`config.mk`:
```
export PLATFORM = sky130hd
export DESIGN_NAME = mips_ctrl_fsm
export DESIGN_NICKNAME = d
export VERILOG_FILES = /design/src/rtl/mips_ctrl_fsm.sv
export SDC_FILE = /design/constraint.sdc
export NUM_CORES = 1
export LEC_CHECK = 0
export CAP_MARGIN = 20
export CORE_AREA = 8 8 45 47
export CTS_BUF_LIST = sky130_fd_sc_hd__clkbuf_16
export CTS_CLUSTER_SIZE = 28
export DETAILED_ROUTE_END_ITERATION = 8
export DIE_AREA = 0 0 53 55
export DONT_BUFFER_PORTS = 1
export RECOVER_POWER = 50
export SLEW_MARGIN = 5
export SYNTH_ARGS = -nofsm -noshare
export SYNTH_HDL_FRONTEND = slang
export SYNTH_SLANG_ARGS = --single-unit
```
`constraint.sdc`:
```
create_clock -name clk -period 1.22 [get_ports clk]
set_input_delay 0.183 -clock clk [delete_from_list [all_inputs] [get_ports clk]]
set_output_delay 0.183 -clock clk [all_outputs]
set_load 0.05 [all_outputs]
```
`src/rtl/mips_ctrl_fsm.sv`:
```
// Multicycle MIPS main control FSM (Moore, memory-ready handshake).
// Optional BNE support is enabled by defining MIPS_CTRL_BNE_EN.
module mips_ctrl_fsm #(
  parameter int STATE_W = 4,
  parameter int OP_W    = 6
) (
  input  logic               clk,
  input  logic               rst,
  input  logic [OP_W-1:0]    op,
  input  logic               zero,
  input  logic               mem_ready,
  output logic               iord,
  output logic               memwrite,
  output logic               irwrite,
  output logic               regdst,
  output logic               memtoreg,
  output logic               regwrite,
  output logic               alusrca,
  output logic [1:0]         alusrcb,
  output logic [1:0]         aluop,
  output logic [1:0]         pcsrc,
  output logic               pcen,
  output logic               illegal_op,
  output logic [STATE_W-1:0] state
);

  typedef enum logic [STATE_W-1:0] {
    FETCH  = STATE_W'(0),
    DECODE = STATE_W'(1),
    MEMADR = STATE_W'(2),
    MEMRD  = STATE_W'(3),
    MEMWB  = STATE_W'(4),
    MEMWR  = STATE_W'(5),
    RTEX   = STATE_W'(6),
    RTWB   = STATE_W'(7),
    BEQEX  = STATE_W'(8),
    ADDIEX = STATE_W'(9),
    ADDIWB = STATE_W'(10),
`ifdef MIPS_CTRL_BNE_EN
    BNEEX  = STATE_W'(12),
`endif
    JEX    = STATE_W'(11)
  } state_t;

  localparam logic [OP_W-1:0] OP_LW   = OP_W'(6'b100011);
  localparam logic [OP_W-1:0] OP_SW   = OP_W'(6'b101011);
  localparam logic [OP_W-1:0] OP_RTYP = OP_W'(6'b000000);
  localparam logic [OP_W-1:0] OP_BEQ  = OP_W'(6'b000100);
  localparam logic [OP_W-1:0] OP_ADDI = OP_W'(6'b001000);
  localparam logic [OP_W-1:0] OP_J    = OP_W'(6'b000010);
`ifdef MIPS_CTRL_BNE_EN
  localparam logic [OP_W-1:0] OP_BNE  = OP_W'(6'b000101);
`endif

  state_t cur, nxt;
  logic   pcwrite, branch, bne;

  always_ff @(posedge clk) begin
    if (!rst) cur <= FETCH;
    else      cur <= nxt;
  end

  assign state = cur;

  always_comb begin
    nxt        = FETCH;
    iord       = 1'b0;
    memwrite   = 1'b0;
    irwrite    = 1'b0;
    regdst     = 1'b0;
    memtoreg   = 1'b0;
    regwrite   = 1'b0;
    alusrca    = 1'b0;
    alusrcb    = 2'b00;
    aluop      = 2'b00;
    pcsrc      = 2'b00;
    illegal_op = 1'b0;
    pcwrite    = 1'b0;
    branch     = 1'b0;
    bne        = 1'b0;
    // In reset the muxes show FETCH selects while every enable stays low.
    if (!rst) begin
      alusrcb = 2'b01;
    end else begin
      case (cur)
        FETCH: begin
          alusrcb = 2'b01;
          irwrite = mem_ready;
          pcwrite = mem_ready;
          nxt     = mem_ready ? DECODE : FETCH;
        end
        DECODE: begin
          alusrcb = 2'b11;
          if (op == OP_LW || op == OP_SW) nxt = MEMADR;
          else if (op == OP_RTYP)         nxt = RTEX;
          else if (op == OP_BEQ)          nxt = BEQEX;
          else if (op == OP_ADDI)         nxt = ADDIEX;
          else if (op == OP_J)            nxt = JEX;
`ifdef MIPS_CTRL_BNE_EN
          else if (op == OP_BNE)          nxt = BNEEX;
`endif
          else                            illegal_op = 1'b1;
        end
        MEMADR: begin
          alusrca = 1'b1;
          alusrcb = 2'b10;
          nxt     = (op == OP_SW) ? MEMWR : MEMRD;
        end
        MEMRD: begin
          iord = 1'b1;
          nxt  = mem_ready ? MEMWB : MEMRD;
        end
        MEMWB: begin
          memtoreg = 1'b1;
          regwrite = 1'b1;
        end
        MEMWR: begin
          iord     = 1'b1;
          memwrite = 1'b1;
          nxt      = mem_ready ? FETCH : MEMWR;
        end
        RTEX: begin
          alusrca = 1'b1;
          aluop   = 2'b10;
          nxt     = RTWB;
        end
        RTWB: begin
          regdst   = 1'b1;
          regwrite = 1'b1;
        end
        BEQEX: begin
          alusrca = 1'b1;
          aluop   = 2'b01;
          pcsrc   = 2'b01;
          branch  = 1'b1;
        end
        ADDIEX: begin
          alusrca = 1'b1;
          alusrcb = 2'b10;
          nxt     = ADDIWB;
        end
        ADDIWB: regwrite = 1'b1;
        JEX: begin
          pcsrc   = 2'b10;
          pcwrite = 1'b1;
        end
`ifdef MIPS_CTRL_BNE_EN
        BNEEX: begin
          alusrca = 1'b1;
          aluop   = 2'b01;
          pcsrc   = 2'b01;
          bne     = 1'b1;
        end
`endif
        default: nxt = FETCH;
      endcase
    end
    pcen = pcwrite | (branch & zero) | (bne & ~zero);
  end

endmodule

```
==> results.md, run 1 <==
- The post-synthesis cell count is 89.
- The HPWL after detailed placement is 1680 um.
- The placement-stage worst setup slack is -60.5 ps.
- From bottom edge to top edge, the die measures 55 um.
- The maximum number of buffers from clock root to sink is 2.
- The synthesized design contains 4 register bits.
- Of the total synthesized cell area, the portion taken by full adders, half adders and majority gates is 0.
- The starting density of the core is 0.420.
- Row generation in the floorplan step produced 14 rows.
- The tool reported: "[ERROR DPL-0038] Utilization greater than 100%, impossible to legalize".
- After global-route timing repair, the worst endpoint was pcen.
- The flow stopped in global routing.
- Synthesis instantiated 35 different standard cells from the library.
- Of the total synthesized cell area, the portion taken by XOR and XNOR cells is 0.0452.
- The number of sinks driven by the clock tree is 4.
- The synthesized area divided by synthesized cell count is 6.54 um2.
- The worst endpoint pin kind is an output port.
- Entering global routing, the biggest net connects 15 pins.
- Buffers placed on the I/O ports in this run total 0.
- The number of buffers added by the clock tree synthesis step is 3.
- The post-synthesis cell area is 582 um2.
- The number of warnings printed during yosys synthesis is 0.
- Ranked by total cell area, the synthesized netlist is headed by sky130_fd_sc_hd__dfxtp_1 14%, sky130_fd_sc_hd__nor2_1 7.1%, sky130_fd_sc_hd__nor3_1 6.9%.
- The area fraction in compound gates after synthesis came to 0.247.
- 29 I/O pins were placed.
- The depth of the CTS H-tree is 1.
- The count of hold buffers inserted by post-cts repair is 0.
- The main combinational cell family by area after synthesis is simple AND/OR/NAND/NOR gates.
- The synthesized design spends more area on one cell type than any other, namely sky130_fd_sc_hd__dfxtp_1.
- The routability congestion estimate from global placement is 0.885.
- The sequential fraction of the synthesis area is 0.138.
- Counting tap cells, the placed design contains a total of 131 instances.
- The multiplexer fraction of the synthesized cell area is 0.
- The run stopped with a tool error.
- The root buffer cell is sky130_fd_sc_hd__clkbuf_16.
- The width of the chip is 53 um.
- The top-area cell type share of the netlist area is 0.138.
- The synthesized netlist net count is 99.
- Of the total synthesized cell area, the portion taken by AND, OR, NAND and NOR gates is 0.456.
-- logic make-up after synthesis --
kind of cell	count (synthesis)
xor+xnor	3
buf+inv	10
flops	4
compound gates	23
simple gates	49
-- synth_stat cells, drive strengths merged --
cell and count:
and4bb 2, xor2 2, a2111o 1, o21ai 8
xnor2 1, a211oi 1, a31oi 2, or2 2
or3 1, nor4 2, dfxtp 4, nor2 11
buf 7, o211ai 2, and3 1, nor3 8
nor2b 1, or3b 1, nand2b 3, a21oi 7
nor3b 1, and2 1, o32ai 1, clkinv 1
o21a 1, nand3 5, inv 2, nand2 9
nand3b 1
-- metrics by stage --
step	hold WS, ps	area [um2]
global placement	387	1140
detailed placement	387	1140
CTS	160	1280
floorplan	368	822
-- what timing repair did --
item / CTS
gates resized for setup: 10
setup endpoints to repair: 18
endpoints found under the hold margin: 0
pin swaps: 7
setup buffers: 4
==> inputs of run 2 (changes only) <==
- CORE_AREA: 8 8 45 47 -> 8 8 69 71
- CTS_BUF_LIST: sky130_fd_sc_hd__clkbuf_16 -> not set
- CTS_CLUSTER_SIZE: 28 -> not set
- DIE_AREA: 0 0 53 55 -> 0 0 77 79
- PLACE_DENSITY_LB_ADDON: not set -> 0.15
- clock period: 1.22 -> 1.6 ns (I/O delays scaled with it)
==> run 2 against run 1 <==
Compared with the run above:
- area after synthesis unchanged
- synthesized cell count unchanged
- the run now ends clean
==> results.md, run 2 <==
- The worst-case vdd ir drop is between 0.2 and 0.25 mV.
- After floorplanning, the core was sized to cover 3800 um2.
- The number of antenna violations at the first check in global routing came to 0.
- The power density over the cells is 517 nW/um2.
- The core occupancy in the finished layout is 0.273.
- The synthesized netlist net count is 99 (unchanged).
- The per-cell via count in the routed design is 4.42.
- The async set-reset flop share out of synthesis is 0 (unchanged).
- The xor/xnor cell area share of the yosys netlist is 0.0452 (unchanged).
- The starting density of the core was 0.153 (-0.267).
- Of the cells placed in the final design, the portion with a size suffix greater than 1 is 0.523.
- The worst register-to-register path has a depth of 4.
- The multiplexer fraction of the synthesized cell area is 0 (unchanged).
- The first global-routing pass estimated 3620 um of wire.
- For this block, the via count after detailed routing is 694.
- The synthesized area divided by synthesized cell count is 6.54 um2 (unchanged).
- Final hold analysis gives a worst-case slack of 233 ps.
- The kind of critical path is register to output pin.
- The number of buffers added by the clock tree synthesis step is 3 (unchanged).
- Among all stages on the critical path, the largest delay is contributed by sky130_fd_sc_hd__dfxtp_4.
- The number of sinks driven by the clock tree came to 4 (unchanged).
- The top cell type by total area after synthesis is sky130_fd_sc_hd__dfxtp_1.
- For met1 alone, demand over resource in global routing was 0.0834.
- The root buffer cell is sky130_fd_sc_hd__clkbuf_8.
- The number of port buffers is 0 (unchanged).
- The number of stages on the worst hold path is 3.
- Wires add up to 2150 um.
- The most used flip-flop cell after synthesis is sky130_fd_sc_hd__dfxtp_1.
- Sorting the synthesized cells by area gives the leading types as sky130_fd_sc_hd__dfxtp_1 14%, sky130_fd_sc_hd__nor2_1 7.1%, sky130_fd_sc_hd__nor3_1 6.9%.
- For this run, the total global-route usage over all layers was measured as 0.0734.
- Summed over all cells, the static leakage comes to around 0.00033 uW.
- Subtracting the final worst setup slack from the clock period gives 1570 ps.
- The register bit total from synthesis is 4 (unchanged).
- The post-synthesis cell type count is 35 (unchanged).
- The worst clock skew on the final layout is roughly 6.5 ps.
- The post-synthesis cell count is 89 (unchanged).
- The count of nets after finishing is 119.
- Walking the worst path, the cells encountered are nor3b_1, a21oi_1, o32ai_2, and2_4.
- The clock transition at the registers of the reported paths is roughly 30 ps.
- The area fraction in compound gates after synthesis was 0.247 (unchanged).
- The commonest cells after synthesis are 11 x sky130_fd_sc_hd__nor2_1, 9 x sky130_fd_sc_hd__nand2_1, 8 x sky130_fd_sc_hd__nor3_1, 7 x sky130_fd_sc_hd__a21oi_1.
- The post-synthesis simple-gate area fraction came to 0.456 (unchanged).
- The layout overhead on the synthesized area is 78.1%.
- The transition at the pin with the smallest max-transition slack is 334 ps.
- The TritonCTS clock tree is built.
- Setup repair after global routing could not meet its margin everywhere.
- The number of antenna diodes in the final layout is 0.
- The number of endpoints failing setup at the final stage is 0.
- The worst hold path begins at op[3].
- For met2 alone, demand over resource in global routing was 0.120.
- The pre-antenna-repair detailed-routing pass consisted of 4 iterations.
- For this run, global-route usage on met3 was measured as 0.0418.
- Data on the critical path arrives at its endpoint at 1330 ps.
- In the layout the commonest cells are 16 x sky130_fd_sc_hd__buf_4, 8 x sky130_fd_sc_hd__nand2_1, 6 x sky130_fd_sc_hd__nor2_4, 6 x sky130_fd_sc_hd__a21oi_1.
- The total overflow left after global routing is 0.
- Headroom to the max-slew limit came out at 0.777.
- The number of flops mapped to enable cells by yosys is 0 (unchanged).
- After filler insertion, the fill cell instance count of the layout stands at between 400 and 500.
- The final standard cell count with taps included and fillers excluded is roughly 160.
- The worst setup path is captured at an output pin.
- For the worst-skew pair, the clock arrives at the later sink with an insertion delay of roughly 220 ps.
- The cell area reported after detailed placement is 903 um2 (-21%).
- The setup slack of the most critical reg-to-reg path is 190 ps.
- The number of endpoints with negative hold slack in the final report is 0.
- The HPWL after detailed placement is 1650 um (-1.8%).
- The height of the chip came to 79 um (+44%).
- The family with the most delay on the worst path is simple AND/OR/NAND/NOR gates.
- The final max-slew violation count is 0.
- The tightest min-delay check is of the input pin to register type.
- The area share of fa/ha/maj cells after synthesis is 0 (unchanged).
- The layer with the highest usage after global routing is met2.
- The sequential fraction of the synthesis area was 0.138 (unchanged).
- The origin of the critical flop-to-flop path is state[3].
- The depth of the CTS H-tree is 1 (unchanged).
- The maximum fanout count along the critical path is 13.
- The count of standard-cell rows came to 23 (+9).
- The maximum number of pins on one net before global-route repair is 15.
- Across the run, the number of max-cap violations was 0.
- The boundary pin count is 29 (unchanged).
- The sum of internal, switching and leakage power is between 500 and 600 uW.
- In this design, the stage delay of the slowest critical-path cell is between 300 and 400 ps.
- The die covers 6080 um2.
- The path with the worst hold slack has its endpoint at state[0].
- The most common cell after layout, fill and taps aside is sky130_fd_sc_hd__buf_4.
- The number of warnings printed during yosys synthesis is 0 (unchanged).
- The detail route stage leaves a number of antenna-violating nets equal to 0.
- The worst setup path is launched from a register.
- The required time at the endpoint of the critical path is about 1400 ps.
- The number of buffer and inverter instances along the worst setup path is 0.
- The routability congestion estimate from global placement is 0.699 (-21%).
- The width of the chip is 77 um (+45%).
- The post-synthesis cell area was 582 um2 (unchanged).
- The cell count after placement is 147 (+12%).
- The endpoint identified for the worst register-to-register timing path is state[2].
- In the finished design, the share of the clock period the worst path needs comes to 0.984.
- The main combinational cell family by area after synthesis is simple AND/OR/NAND/NOR gates.
- The via count of the first global-routing pass came to 705.
- The top-area cell type share of the netlist area is 0.138 (unchanged).
- After detailed routing, the average wire length per cell comes to ~14 um.
- The top achievable clock speed is 0.635 GHz.
- The detailed-route DRC error count is 0.
- With fillers left out, the area of the finished cells amounts to 1040 um2.
- The maximum number of buffers from clock root to sink is 2 (unchanged).
- In the post-synthesis netlist, the cell with the most instances is sky130_fd_sc_hd__nor2_1.
- The flow ran to the end, and the final reports show no timing, DRC or antenna violations.
- In this run, the number of DRC markers left after iteration 0 of detailed routing was 39.
- The number of flip-flops in the largest register is 4.
-- run 2: cell counts after synthesis --
No cell type changed its count.
-- run 2: worst max-delay path by stage --
stage	start	end	slack, ps	cells after the start
final	state[1]	regwrite	30	4
after global routing	state[1]	regwrite	-30	4
after CTS	state[3]	alusrcb[0]	20	4
after detailed placement	state[3]	pcsrc[0]	150	4
after global placement	state[3]	illegal_op	190	3
after floorplan	state[3]	aluop[0]	-90	4
-- run 2: routing by layer --
layer	vias to the layer above	routed length [um]
met1	324	905
li1	354	-
met5	-	0
met4	0	4
met2	14	1080
met3	2	160
-- run 2: worst register-to-register path: cells and delay by family, from the launching register on --
family / cells / cell delay (ps)
simple gates: 2 / 660
compound gates: 1 / 160
buf+inv: 1 / 160
flops: 1 / 350
-- run 2: per-stage QoR --
step	worst slack, ps	setup TNS, ps
after CTS	17.7	0
after detailed placement	152	0
after global placement	186	0
after global routing	-25.3	-46.1
final	25.7	0
after floorplan	-88.9	-178
-- run 2: cell type report --
cell class	instances	area, um2	area share
Multi-Input combinational cell	75	591	0.570
Clock buffer	3	41.3	0.0399
Inverter	3	15.0	0.0145
Timing Repair Buffer	22	231	0.223
Sequential cell	4	95.1	0.0918
Tap cell	50	62.6	0.0604
-- run 2: cell families (layout without fill, tap and decap cells) --
group	after synthesis	in the layout
and+or+nand+nor	49	49
AOI/OAI and AO/OA	23	23
buffers and inverters	10	28
DFF	4	4
xor gates and xnor gates	3	3
-- run 2: repair_timing --
item                       in CTS  in global routing
resized for setup               3                  6
buffers inserted                6                  1
hold buffers                    0                  0
setup endpoints to repair       8                  5
pin swaps                       1                  4
-- run 2: where the power goes --
group          internal [uW]  switching [uW]  leakage (uW)
Combinational           79.8             123      0.000276
Sequential               102            18.3     0.0000355
Clock                    160            51.6     0.0000216
Power figures use the tool's default switching activity.
